File: src/rtl/palette_pkg.sv
// Shared types and constants for the palette lookup path: the 12-bit colour
// struct, palette geometry and the default requester count.
package palette_pkg;

  localparam int PAL_IDX_W       = 4;
  localparam int PAL_DEPTH       = 16;
  localparam int DEFAULT_NUM_REQ = 4;

  typedef struct packed {
    logic [3:0] red;
    logic [3:0] green;
    logic [3:0] blue;
  } rgb12_t;

endpackage

File: src/rtl/rr_arbiter.sv
// Combinational round-robin arbiter: scans the request vector starting at the
// rotation pointer, wrapping modulo N, and grants the first set bit.
module rr_arbiter #(
  parameter int N = 4,
  localparam int IW = (N > 1) ? $clog2(N) : 1
) (
  input  logic [N-1:0]  i_req,
  input  logic [IW-1:0] i_ptr,
  input  logic          i_en,
  output logic [N-1:0]  o_grant,
  output logic [IW-1:0] o_grant_idx,
  output logic          o_any
);

  always_comb begin
    int sel;
    sel         = 0;
    o_grant     = '0;
    o_grant_idx = '0;
    o_any       = 1'b0;
    if (i_en) begin
      for (int k = 0; k < N; k++) begin
        sel = (int'(i_ptr) + k) % N;
        if (!o_any && i_req[IW'(sel)]) begin
          o_any               = 1'b1;
          o_grant_idx         = IW'(sel);
          o_grant[IW'(sel)]   = 1'b1;
        end
      end
    end
  end

endmodule

File: src/rtl/palette_lookup_arbiter.sv
// Shares one combinational palette between NUM_REQ requesters with round-robin
// grants and a single registered response slot under valid/ready backpressure.
module palette_lookup_arbiter
  import palette_pkg::*;
#(
  parameter int NUM_REQ    = DEFAULT_NUM_REQ,
  parameter int IDX_W      = PAL_IDX_W,
  parameter bit TRANSP_EN  = 1'b1,
  parameter int TRANSP_IDX = 0,
  localparam int ID_W      = (NUM_REQ > 1) ? $clog2(NUM_REQ) : 1
) (
  input  logic                           Clk,
  input  logic                           Reset_n,
  input  logic [NUM_REQ-1:0]             req_valid,
  input  logic [NUM_REQ-1:0][IDX_W-1:0]  req_index,
  output logic [NUM_REQ-1:0]             req_ready,
  output logic [IDX_W-1:0]               pal_index,
  input  logic [11:0]                    pal_rgb,
  output logic                           rsp_valid,
  input  logic                           rsp_ready,
  output logic [ID_W-1:0]                rsp_id,
  output logic [11:0]                    rsp_rgb,
  output logic                           rsp_transparent,
  output logic [15:0]                    lookup_count
);

  localparam logic [IDX_W-1:0] TIDX = IDX_W'(TRANSP_IDX);

  logic [ID_W-1:0]    r_rr_ptr;
  logic               r_rsp_valid;
  logic [ID_W-1:0]    r_rsp_id;
  rgb12_t             r_rsp_rgb;
  logic               r_rsp_transp;
  logic [15:0]        r_lookup_count;

  logic               w_slot_free;
  logic [NUM_REQ-1:0] w_grant;
  logic [ID_W-1:0]    w_gidx;
  logic               w_any;
  logic [IDX_W-1:0]   w_pal_index;
  logic               w_transp;

  // A new grant may land whenever the slot is empty or is being drained now.
  assign w_slot_free = !r_rsp_valid || rsp_ready;

  rr_arbiter #(.N(NUM_REQ)) u_arb (
    .i_req       (req_valid),
    .i_ptr       (r_rr_ptr),
    .i_en        (w_slot_free),
    .o_grant     (w_grant),
    .o_grant_idx (w_gidx),
    .o_any       (w_any)
  );

  assign w_pal_index = w_any ? req_index[w_gidx] : '0;
  assign w_transp    = TRANSP_EN && (req_index[w_gidx] == TIDX);

  always_ff @(posedge Clk or negedge Reset_n) begin
    if (!Reset_n) begin
      r_rr_ptr       <= '0;
      r_rsp_valid    <= 1'b0;
      r_rsp_id       <= '0;
      r_rsp_rgb      <= '0;
      r_rsp_transp   <= 1'b0;
      r_lookup_count <= '0;
    end else if (w_any) begin
      r_rsp_valid    <= 1'b1;
      r_rsp_id       <= w_gidx;
      r_rsp_rgb      <= rgb12_t'(pal_rgb);
      r_rsp_transp   <= w_transp;
      r_rr_ptr       <= (w_gidx == ID_W'(NUM_REQ - 1)) ? '0 : w_gidx + ID_W'(1);
      r_lookup_count <= r_lookup_count + 16'd1;
    end else if (r_rsp_valid && rsp_ready) begin
      r_rsp_valid <= 1'b0;
    end
  end

  assign req_ready       = w_grant;
  assign pal_index       = w_pal_index;
  assign rsp_valid       = r_rsp_valid;
  assign rsp_id          = r_rsp_id;
  assign rsp_rgb         = r_rsp_rgb;
  assign rsp_transparent = r_rsp_transp;
  assign lookup_count    = r_lookup_count;

endmodule

File: config.mk
export PLATFORM = sky130hd
export DESIGN_NAME = palette_lookup_arbiter
export DESIGN_NICKNAME = d
export VERILOG_FILES = /design/src/rtl/palette_pkg.sv /design/src/rtl/rr_arbiter.sv /design/src/rtl/palette_lookup_arbiter.sv
export SDC_FILE = /design/constraint.sdc
export NUM_CORES = 1
export LEC_CHECK = 0
export ABC_AREA = 1
export ABC_CLOCK_PERIOD_IN_PS = 6900
export CORE_ASPECT_RATIO = 0.7
export CORE_UTILIZATION = 35
export DETAILED_ROUTE_END_ITERATION = 10
export GPL_TIMING_DRIVEN = 1
export PLACE_DENSITY = 0.7
export REMOVE_ABC_BUFFERS = 1
export SLEW_MARGIN = 20
export SYNTH_ARGS = -nofsm -noshare
export SYNTH_HDL_FRONTEND = slang
export SYNTH_HIERARCHICAL = 1
export SYNTH_SLANG_ARGS = --single-unit
export TNS_END_PERCENT = 100
File: constraint.sdc
create_clock -name Clk -period 6.9 [get_ports Clk]
set_clock_uncertainty 0.15 [all_clocks]
set_input_delay 1.38 -clock Clk [delete_from_list [all_inputs] [get_ports Clk]]
set_output_delay 1.38 -clock Clk [all_outputs]
set_load 0.01 [all_outputs]
==> impl_metrics.yaml, run 1 <==
clock_network:
  post_cts_resized: 0
  cts_buffers: 5
  postCtsHoldBufs: 0
  clkSinkCount: 34
  cts.clk_slew.worst_paths_ps: 70
  cts.htree.levels: 2
  cts_tree: "done"
  cts_buffer_depth: 2
  cts_setup_buffers: 0
  insertion_delay_ps: 280
  root_buffer: "clkbuf_8"
placed_design:
  dp_hpwl_mm: 4.40
  io_buffers: 74
  gp_congestion: 0.957
  place_area_sq_mm: 0.00314
global_routing:
  first_global_vias: 2050
  grt_max_degree: 35
  antenna_found_initial: 0
  grt_util_all_layers_pct: 17.7
  grt_pass1_wl_mm: 9.88
  grt_overflow_total: 0
routing:
  vias: 2272
  drc: 0
  avgViaCountPerCell: 4.73
  wl_mm: 5.91
  wire_per_inst_um: 12.3
  ant_nets: 0
  drt_iter0_drc: 90
  dr.pass1.iters: 5
timing:
  finalHoldViolations: 0
  fmax_mhz: 178
  grt_setup_unrepaired: "false"
  tightest_slew_ps: 761
  slew_headroom_pct: 49.2
  setup_violations: 0
  setup_tns_ps: 0
  drv_slew: 0
  period_minus_slack_ps: 5620
  period_share_pct: 81.5
worst_hold_path:
  hold_end: "rsp_rgb[2]"
  min_from: "rsp_rgb[2]"
  min_path_cells: 2
  hp-class: "reg2reg"
final_layout:
  fin_area_sq_mm: 0.00324
  multiInputGateArea_sq_mm: 0.00130
  fillers: 603
  area_delta_synth_final_pct: 38.9
  drive_gt1_share_pct: 9.77
  regArea_sq_um: 851
  nets: 433
  antenna_cells: 0
critical_path:
  cp-end-kind: "output port"
  cp_max_fo: 10
  critPathLaunchType: "input pin"
  criticalPathCategory: "in2out"
  worstReg2RegEnd: "lookup_count[10]"
  reg2reg_depth: 14
  r2r_setup_slack_ps: 3470
  worstPathArrival_ps: 4090
  worstPathRequired_ps: 5370
  r2r_start: "r_rr_ptr[0]"
synthesis:
  synth-simple-area-share_pct: 42.2
  synthMuxAreaShare_pct: 0
  synth-compound-area-share_pct: 4.46
  ys_warn_count: 6
  yosysUniqueCellTypes: 32
  synth_top_family_by_area: "simple AND/OR/NAND/NOR gates"
  synth_adder_area_share_pct: 5.37
  ys_ff_latch: 34
  synthCells: 313
  netlist_area_sq_mm: 0.00233
  syn_avg_cell_area_sq_um: 7.44
  synth-seq-area-share_pct: 36.5
  synth-xor-area-share_pct: 3.76
power_and_ir_drop:
  clkPwrFrac_pct: 10.2
  switching_share_pct: 48.2
  p_per_area_mw_per_mm2: 450
  comb_power_share_pct: 65.1
  total_power_w: 0.00146
  p_int_w: 0.000755
  ir_worst_vdd_uv: 187
  leakagePower_nw: 1.56
  sequentialPowerShare_pct: 24.6
  switching_power_w: 0.000702
floorplan:
  die_h_um: 70.3
  core-area_sq_mm: 0.00634
  rows: 24
  die_w_um: 99.5
  start_util_pct: 36.8
  dieArea_sq_mm: 0.00699
  ios: 75
status:
  status: "finished clean"
flow_run:
  drv_cap: 0
[worst max-delay path by stage]
stage | start | end | slack (ps) | depth (start not counted)
after floorplan | req_valid[1] | pal_index[0] | 1950 | 8
after global placement | req_valid[2] | pal_index[3] | 1370 | 14
after detailed placement | req_valid[2] | pal_index[1] | 1290 | 13
after CTS | req_valid[2] | pal_index[1] | 1280 | 14
after global routing | req_valid[2] | pal_index[1] | 1060 | 13
final | req_valid[2] | pal_index[1] | 1280 | 13
[cell families (layout without fill, tap and decap cells)]
kind of cell             count (synthesis)  after routing
AO/OA/AOI/OAI                           17             17
AND/OR/NAND/NOR                        201            201
adder cells (fa/ha/maj)                 10             10
buffers and inverters                   41            117
XOR/XNOR                                10             10
flip-flops                              34             34
[layer usage]
metal / part of all wire (%) / routed length (um) / vias to the layer above / global-route usage, %
met3: 6.0 / 353 / 13 / 3.50
met1: 52 / 3080 / 1034 / 26.2
li1: - / - / 1131 / -
met5: 0 / 0 / - / 0
met2: 41 / 2410 / 94 / 26.6
met4: 1.2 / 68 / 0 / 3.59
[final cells by class]
type | instances | area share (%)
tap | 91 | 3.52
clock buffer | 7 | 2.67
multi-input combinational | 238 | 40.3
timing repair buffer | 75 | 23.0
sequential | 34 | 26.3
clock inverter | 1 | 0.155
inverter | 34 | 4.14
[state kept, by name, summed over array words and instances (netlist names)]
register / count
lookup_count: 16
rsp_rgb: 12
r_rr_ptr: 2
rsp_id: 2
rsp_transparent: 1
rsp_valid: 1
[cell usage after synthesis]
master      n  share of area, %
xor2_1      8               3.0
nor2_4      2              0.97
inv_2       3              0.48
o31ai_1     1              0.32
nand2_1   119                19
a21oi_1     9               1.9
nor2_1     21               3.4
inv_1      29               4.7
o21bai_1    2              0.64
nor3_2      1              0.43
nand3_4     3               2.3
nand2_8     2               1.7
buf_2       4              0.86
nor3b_4     1              0.81
nand3b_1    1              0.32
clkbuf_1    1              0.16
clkinv_2    1              0.21
nand2_2     7               1.9
nand4_1     7               1.9
o21ai_4     1              0.70
nand3_1    29               6.2
inv_6       1              0.38
o21ai_0     4              0.86
or2_1       1              0.27
ha_1       10               5.4
buf_6       2              0.97
nand2_4     2              0.97
dfrtp_1    34                37
nor3_1      1              0.21
xnor2_1     2              0.75
nor2_8      1              0.86
nor2_2      3              0.81
[cells in the final DEF (no fill, tap or decap), drive strengths merged]
cell type | netlist | final
nor3b | 1 | 1
o21ai | 5 | 5
dfrtp | 34 | 34
clkinv | 1 | 2
nand4 | 7 | 7
xnor2 | 2 | 2
clkdlybuf4s50 | 0 | 73
buf | 6 | 2
nor2 | 27 | 27
nand3b | 1 | 1
nor3 | 2 | 2
clkbuf | 1 | 7
o21bai | 2 | 2
ha | 10 | 10
inv | 33 | 33
nand3 | 32 | 32
nand2 | 130 | 130
a21oi | 9 | 9
xor2 | 8 | 8
or2 | 1 | 1
o31ai | 1 | 1
[power groups by stage]
stage               logic [W]  clock network [W]  registers [W]
finish               0.000949           0.000149       0.000359
global route          0.00105           0.000167       0.000371
CTS                  0.000952           0.000157       0.000359
detailed placement   0.000948                  0       0.000361
global placement     0.000936                  0       0.000360
floorplan            0.000553                  0       0.000377
[stage by stage]
stage,instances,utilization [%],hold WS [ps],setup slack (ps)
floorplan,306,-,359,1950
global placement,472,49.6,304,1370
detailed placement,472,49.6,309,1290
CTS,480,51.1,327,1280
global route,480,51.1,346,1060
finish,480,51.1,320,1280
[critical path, cell delays in order]
cell	delay, ps
clkdlybuf4s50_1	520
nand2_8	130
nand3_4	110
nand2_8	150
nand2_4	70
nor2_8	130
nand2_2	70
a21oi_1	440
inv_1	220
nand3_1	130
nand2_1	70
nor2_1	110
clkdlybuf4s50_1	560
Power figures use the tool's default switching activity.
==> run 2, diff against run 1 <==
- ABC_CLOCK_PERIOD_IN_PS: 6900 -> 5900
- clock period: 6.9 -> 5.9 ns (I/O delays scaled with it)
==> run 2 against run 1 <==
  * Non-clock buffer count unchanged
  * Sequential cell count unchanged
  * Cell area down 0.46%
  * Sequential share of layout area up 0.12 points
==> impl_metrics.yaml, run 2 (synthesized netlist as in run 1, its figures left out) <==
global_routing:
  grt_pass1_wl_mm: 9.78
  grtUsageMet2_pct: 27.2
  first_global_vias: 2118
  top_usage_layer: "met2"
  grt_overflow_total: 0
  gr-usage-met1_pct: 25.2
  grt_max_degree: 35
  antenna_found_initial: 0
  grt_util_all_layers_pct: 17.7
  use_met3_pct: 4.20
timing:
  drv_slew: 0
  setup_ws_ps: 718
  fmax_mhz: 193
  setup_tns_ps: 0
  setup_violations: 0
  finalHoldViolations: 0
  period_minus_slack_ps: 5180
  tightest_slew_ps: 757
  grt_setup_unrepaired: "false"
  period_share_pct: 87.8
  slew_headroom_pct: 49.5
routing:
  wire_per_inst_um: 12.2
  vias: 2230
  ant_nets: 0
  avgViaCountPerCell: 4.66
  wl_mm: 5.85
  drc: 0
  drt_iter0_drc: 109
  dr.pass1.iters: 5
clock_network:
  cts.clk_slew.worst_paths_ps: 60
  clkSinkCount: 34
  cts.htree.levels: 2
  root_buffer: "clkbuf_8"
  insertion_delay_ps: 280
  cts_tree: "done"
  cts_buffers: 5
  post_cts_resized: 0
  cts_setup_buffers: 0
  postCtsHoldBufs: 0
  cts_buffer_depth: 2
floorplan:
  die_h_um: 70.3
  rows: 24
  ios: 75
  start_util_pct: 36.8
  die_w_um: 99.5
  core-area_sq_mm: 0.00634
  dieArea_sq_mm: 0.00699
final_layout:
  largest_reg_flops: 16
  antenna_cells: 0
  final_common_cell: "nand2_1"
  area_delta_synth_final_pct: 38.2
  layout_common_cells: "nand2_1, clkdlybuf4s50_1, dfrtp_1"
  nets: 433
  fillers: 622
  drive_gt1_share_pct: 9.28
critical_path:
  worstPathRequired_ps: 4570
  crit_family: "buffers and inverters"
  critPathSlowestCell: "clkdlybuf4s50_1"
  cpPeakStageDelay_ps: 550
  cp-end-kind: "output port"
  r2r_setup_slack_ps: 2530
  cp_max_fo: 10
  criticalPathCategory: "in2out"
  critPathBufInv: 3
  critPathLaunchType: "input pin"
  worstPathArrival_ps: 3850
  crit_path_cell_trace: "clkdlybuf4s50_1 > nand2_8 > nand3_4 > nand2_8 > nand2_4 > nor2_8 > nand2_2 > a21oi_1 > inv_1 > nand3_1 > nand2_1 > nor2_1 > clkdlybuf4s50_1"
worst_hold_path:
  hp-class: "reg2reg"
placed_design:
  dp_hpwl_mm: 4.42
  gp_congestion: 0.903
  post-place-ws_ps: 714
  io_buffers: 74
power_and_ir_drop:
  ir_worst_vdd_uv: 203
  p_per_area_mw_per_mm2: 524
  leakagePower_nw: 1.55
flow_run:
  drv_cap: 0
status:
  status: "finished clean"
[run 2: changes by cell type in the layout (fill, tap and decap cells not counted), sizes merged]
cell    previous run  this run
clkinv             2         1
[run 2: where the power goes]
group	switching (W)	internal [W]
clock	0.0000767	0.0000812
combinational	0.000646	0.000465
sequential	0.0000960	0.000322
total	0.000818	0.000868
[run 2: worst paths after layout]
check | to | from | cells past startpoint
hold / removal | rsp_rgb[0] | rsp_rgb[0] | 2
min in group asynchronous | rsp_rgb[2] | Reset_n | 1
setup reg to reg | rsp_transparent | r_rr_ptr[0] | 17
setup / recovery | pal_index[1] | req_valid[2] | 13
hold reg to reg | rsp_rgb[0] | rsp_rgb[0] | 2
max in group asynchronous | rsp_rgb[9] | Reset_n | 1
[run 2: through the flow]
step | hold WS [ps] | instance area [sq um] | utilization, % | cells | power (W)
after floorplan | 359 | 2280 | - | 306 | 0.00109
after global placement | 304 | 3140 | 49.6 | 472 | 0.00151
after detailed placement | 309 | 3140 | 49.6 | 472 | 0.00153
after CTS | 324 | 3220 | 50.8 | 479 | 0.00170
after global routing | 345 | 3220 | 50.8 | 479 | 0.00183
final | 318 | 3220 | 50.8 | 479 | 0.00169
[run 2: layout make-up]
cell class	count	area, sq um	share of cell area [%]
inverters	34	134	4.16
well taps	91	114	3.54
clock buffers	7	76.3	2.37
multi-input cells	238	1300	40.4
repair buffers	75	743	23.1
flip-flops and latches	34	851	26.4
[run 2: worst reg2reg max path, stage by stage (launching register included)]
cell and delay (ps):
dfrtp_1 720, inv_6 150, ha_1 480, inv_1 120, nand3_1 100, nand2_2 140
nand2_4 90, nor2_8 140, nand2_2 70, nand2_1 60, nand2_1 60, nor2_2 350
inv_2 170, nand2_1 110, nand3_1 80, nand2_1 110, nand3_1 80, o21bai_1 140
[run 2: per-layer routing]
metal  vias up  wire length, um  share of wire, %
met4         0               64               1.1
met2        88             2390                41
met3        11              484               8.3
met1      1001             2910                50
li1       1130                -                 -
met5         -                0                 0
==> run 3, diff against run 2 <==
- GPL_TIMING_DRIVEN: 1 -> 0
==> run 3 against run 2 <==
  * Combinational power about the same
  * Routed wire length down 2.0%
  * Core utilization up 0.55 points
  * Die area unchanged
  * Sequential cell count unchanged
  * Cell area up 1.1%
  * Critical path depth down 3
  * Register-to-register slack worse by 350 ps
==> impl_metrics.yaml, run 3 (synthesized netlist as in run 1, its figures left out) <==
routing:
  avgViaCountPerCell: 4.61
  vias: 2215
  wl_met2_mm: 2.43
  met3_length_um: 337
  drc: 0
  drt_iter0_drc: 98
  highest_layer: "met4"
  wl_mm: 5.73
  drt-met1-wl_mm: 2.93
  ant_nets: 0
  dr.pass1.iters: 4
  wire_per_inst_um: 11.9
clock_network:
  post_cts_resized: 0
  cts_tree: "done"
  clkSinkCount: 34
  cts_buffers: 5
  root_buffer: "clkbuf_8"
  cts_setup_buffers: 0
  cts_buffer_depth: 2
  postCtsHoldBufs: 0
  insertion_delay_ps: 280
  cts.clk_slew.worst_paths_ps: 70
  cts.htree.levels: 2
critical_path:
  worstPathRequired_ps: 4570
  cp_max_fo: 27
  cp-end-kind: "output port"
  critPathLaunchType: "input pin"
  worstPathArrival_ps: 4120
  criticalPathCategory: "in2out"
  r2r_setup_slack_ps: 2180
floorplan:
  dieArea_sq_mm: 0.00699
  die_w_um: 99.5
  rows: 24
  core-area_sq_mm: 0.00634
  start_util_pct: 36.8
  die_h_um: 70.3
  ios: 75
final_layout:
  nets: 433
  fillers: 623
  layoutNonFillerInstCount: 480
  drive_gt1_share_pct: 9.77
  largest_reg_flops: 16
  final_common_cell: "nand2_1"
  layout_common_cells: "nand2_1, clkdlybuf4s50_1, dfrtp_1"
  antenna_cells: 0
  fin_area_sq_mm: 0.00326
  area_delta_synth_final_pct: 39.7
timing:
  setup_violations: 0
  tightest_slew_ps: 712
  finalHoldViolations: 0
  fmax_mhz: 184
  grt_setup_unrepaired: "false"
  period_minus_slack_ps: 5450
  slew_headroom_pct: 52.4
  drv_slew: 0
  period_share_pct: 92.4
global_routing:
  grt_pass1_wl_mm: 9.71
  grt_max_degree: 28
  antenna_found_initial: 0
  first_global_vias: 2009
  grt_util_all_layers_pct: 17.2
  grt_overflow_total: 0
worst_hold_path:
  hp-class: "reg2reg"
placed_design:
  dp.cells: 472
  gp_congestion: 0.927
  place_area_sq_mm: 0.00316
  io_buffers: 74
  dp_hpwl_mm: 4.27
power_and_ir_drop:
  p_per_area_mw_per_mm2: 522
  leakagePower_nw: 1.57
  ir_worst_vdd_uv: 214
  total_power_w: 0.00170
status:
  status: "finished clean"
flow_run:
  drv_cap: 0
run 3: routing by layer:
layer,track usage (%),vias up
li1,-,1134
met1,25.3,1012
met2,26.2,65
met3,3.70,4
met4,3.27,0
met5,0,-
run 3: worst max-delay path, cell delays in order:
cell	delay [ps]
clkdlybuf4s50_1	610
inv_1	70
nand2_1	80
nand2_1	110
o21ai_4	200
inv_1	100
a21oi_4	590
inv_2	410
nor2_1	200
clkdlybuf4s50_1	550
run 3: worst paths after layout:
| check | startpoint | endpoint | cells after the start |
|---|---|---|---|
| hold reg to reg | rsp_rgb[3] | rsp_rgb[3] | 2 |
| max in group asynchronous | Reset_n | r_rr_ptr[1] | 2 |
| hold / removal | rsp_rgb[3] | rsp_rgb[3] | 2 |
| setup / recovery | req_valid[2] | pal_index[2] | 10 |
| min in group asynchronous | Reset_n | rsp_rgb[2] | 1 |
| setup reg to reg | r_rr_ptr[0] | lookup_count[10] | 13 |
run 3: through the flow:
| stage | hold slack (ps) | setup TNS (ps) | setup WS [ps] | util, % |
|---|---|---|---|---|
| 2_1_floorplan | 359 | 0 | 1350 | - |
| 3_3_place_gp | 304 | -3080 | -776 | 49.5 |
| 3_5_place_dp | 309 | 0 | 425 | 49.9 |
| 4_1_cts | 326 | 0 | 414 | 51.4 |
| 5_1_grt | 339 | 0 | 199 | 51.4 |
| 6_report | 322 | 0 | 451 | 51.4 |
run 3: final cells by class:
class | instances | area (sq um) | area share, %
clock buffers | 7 | 86.3 | 2.65
clock inverters | 1 | 5.00 | 0.154
inverters | 34 | 134 | 4.11
multi-input cells | 238 | 1310 | 40.2
flip-flops and latches | 34 | 851 | 26.1
well taps | 91 | 114 | 3.50
repair buffers | 75 | 756 | 23.2
run 3: report_power, final:
part           leakage, nW  internal (W)  switching, W
Combinational         1.10      0.000464      0.000644
Clock               0.0482     0.0000941     0.0000803
Sequential           0.422      0.000321     0.0000967
Total                 1.57      0.000879      0.000821
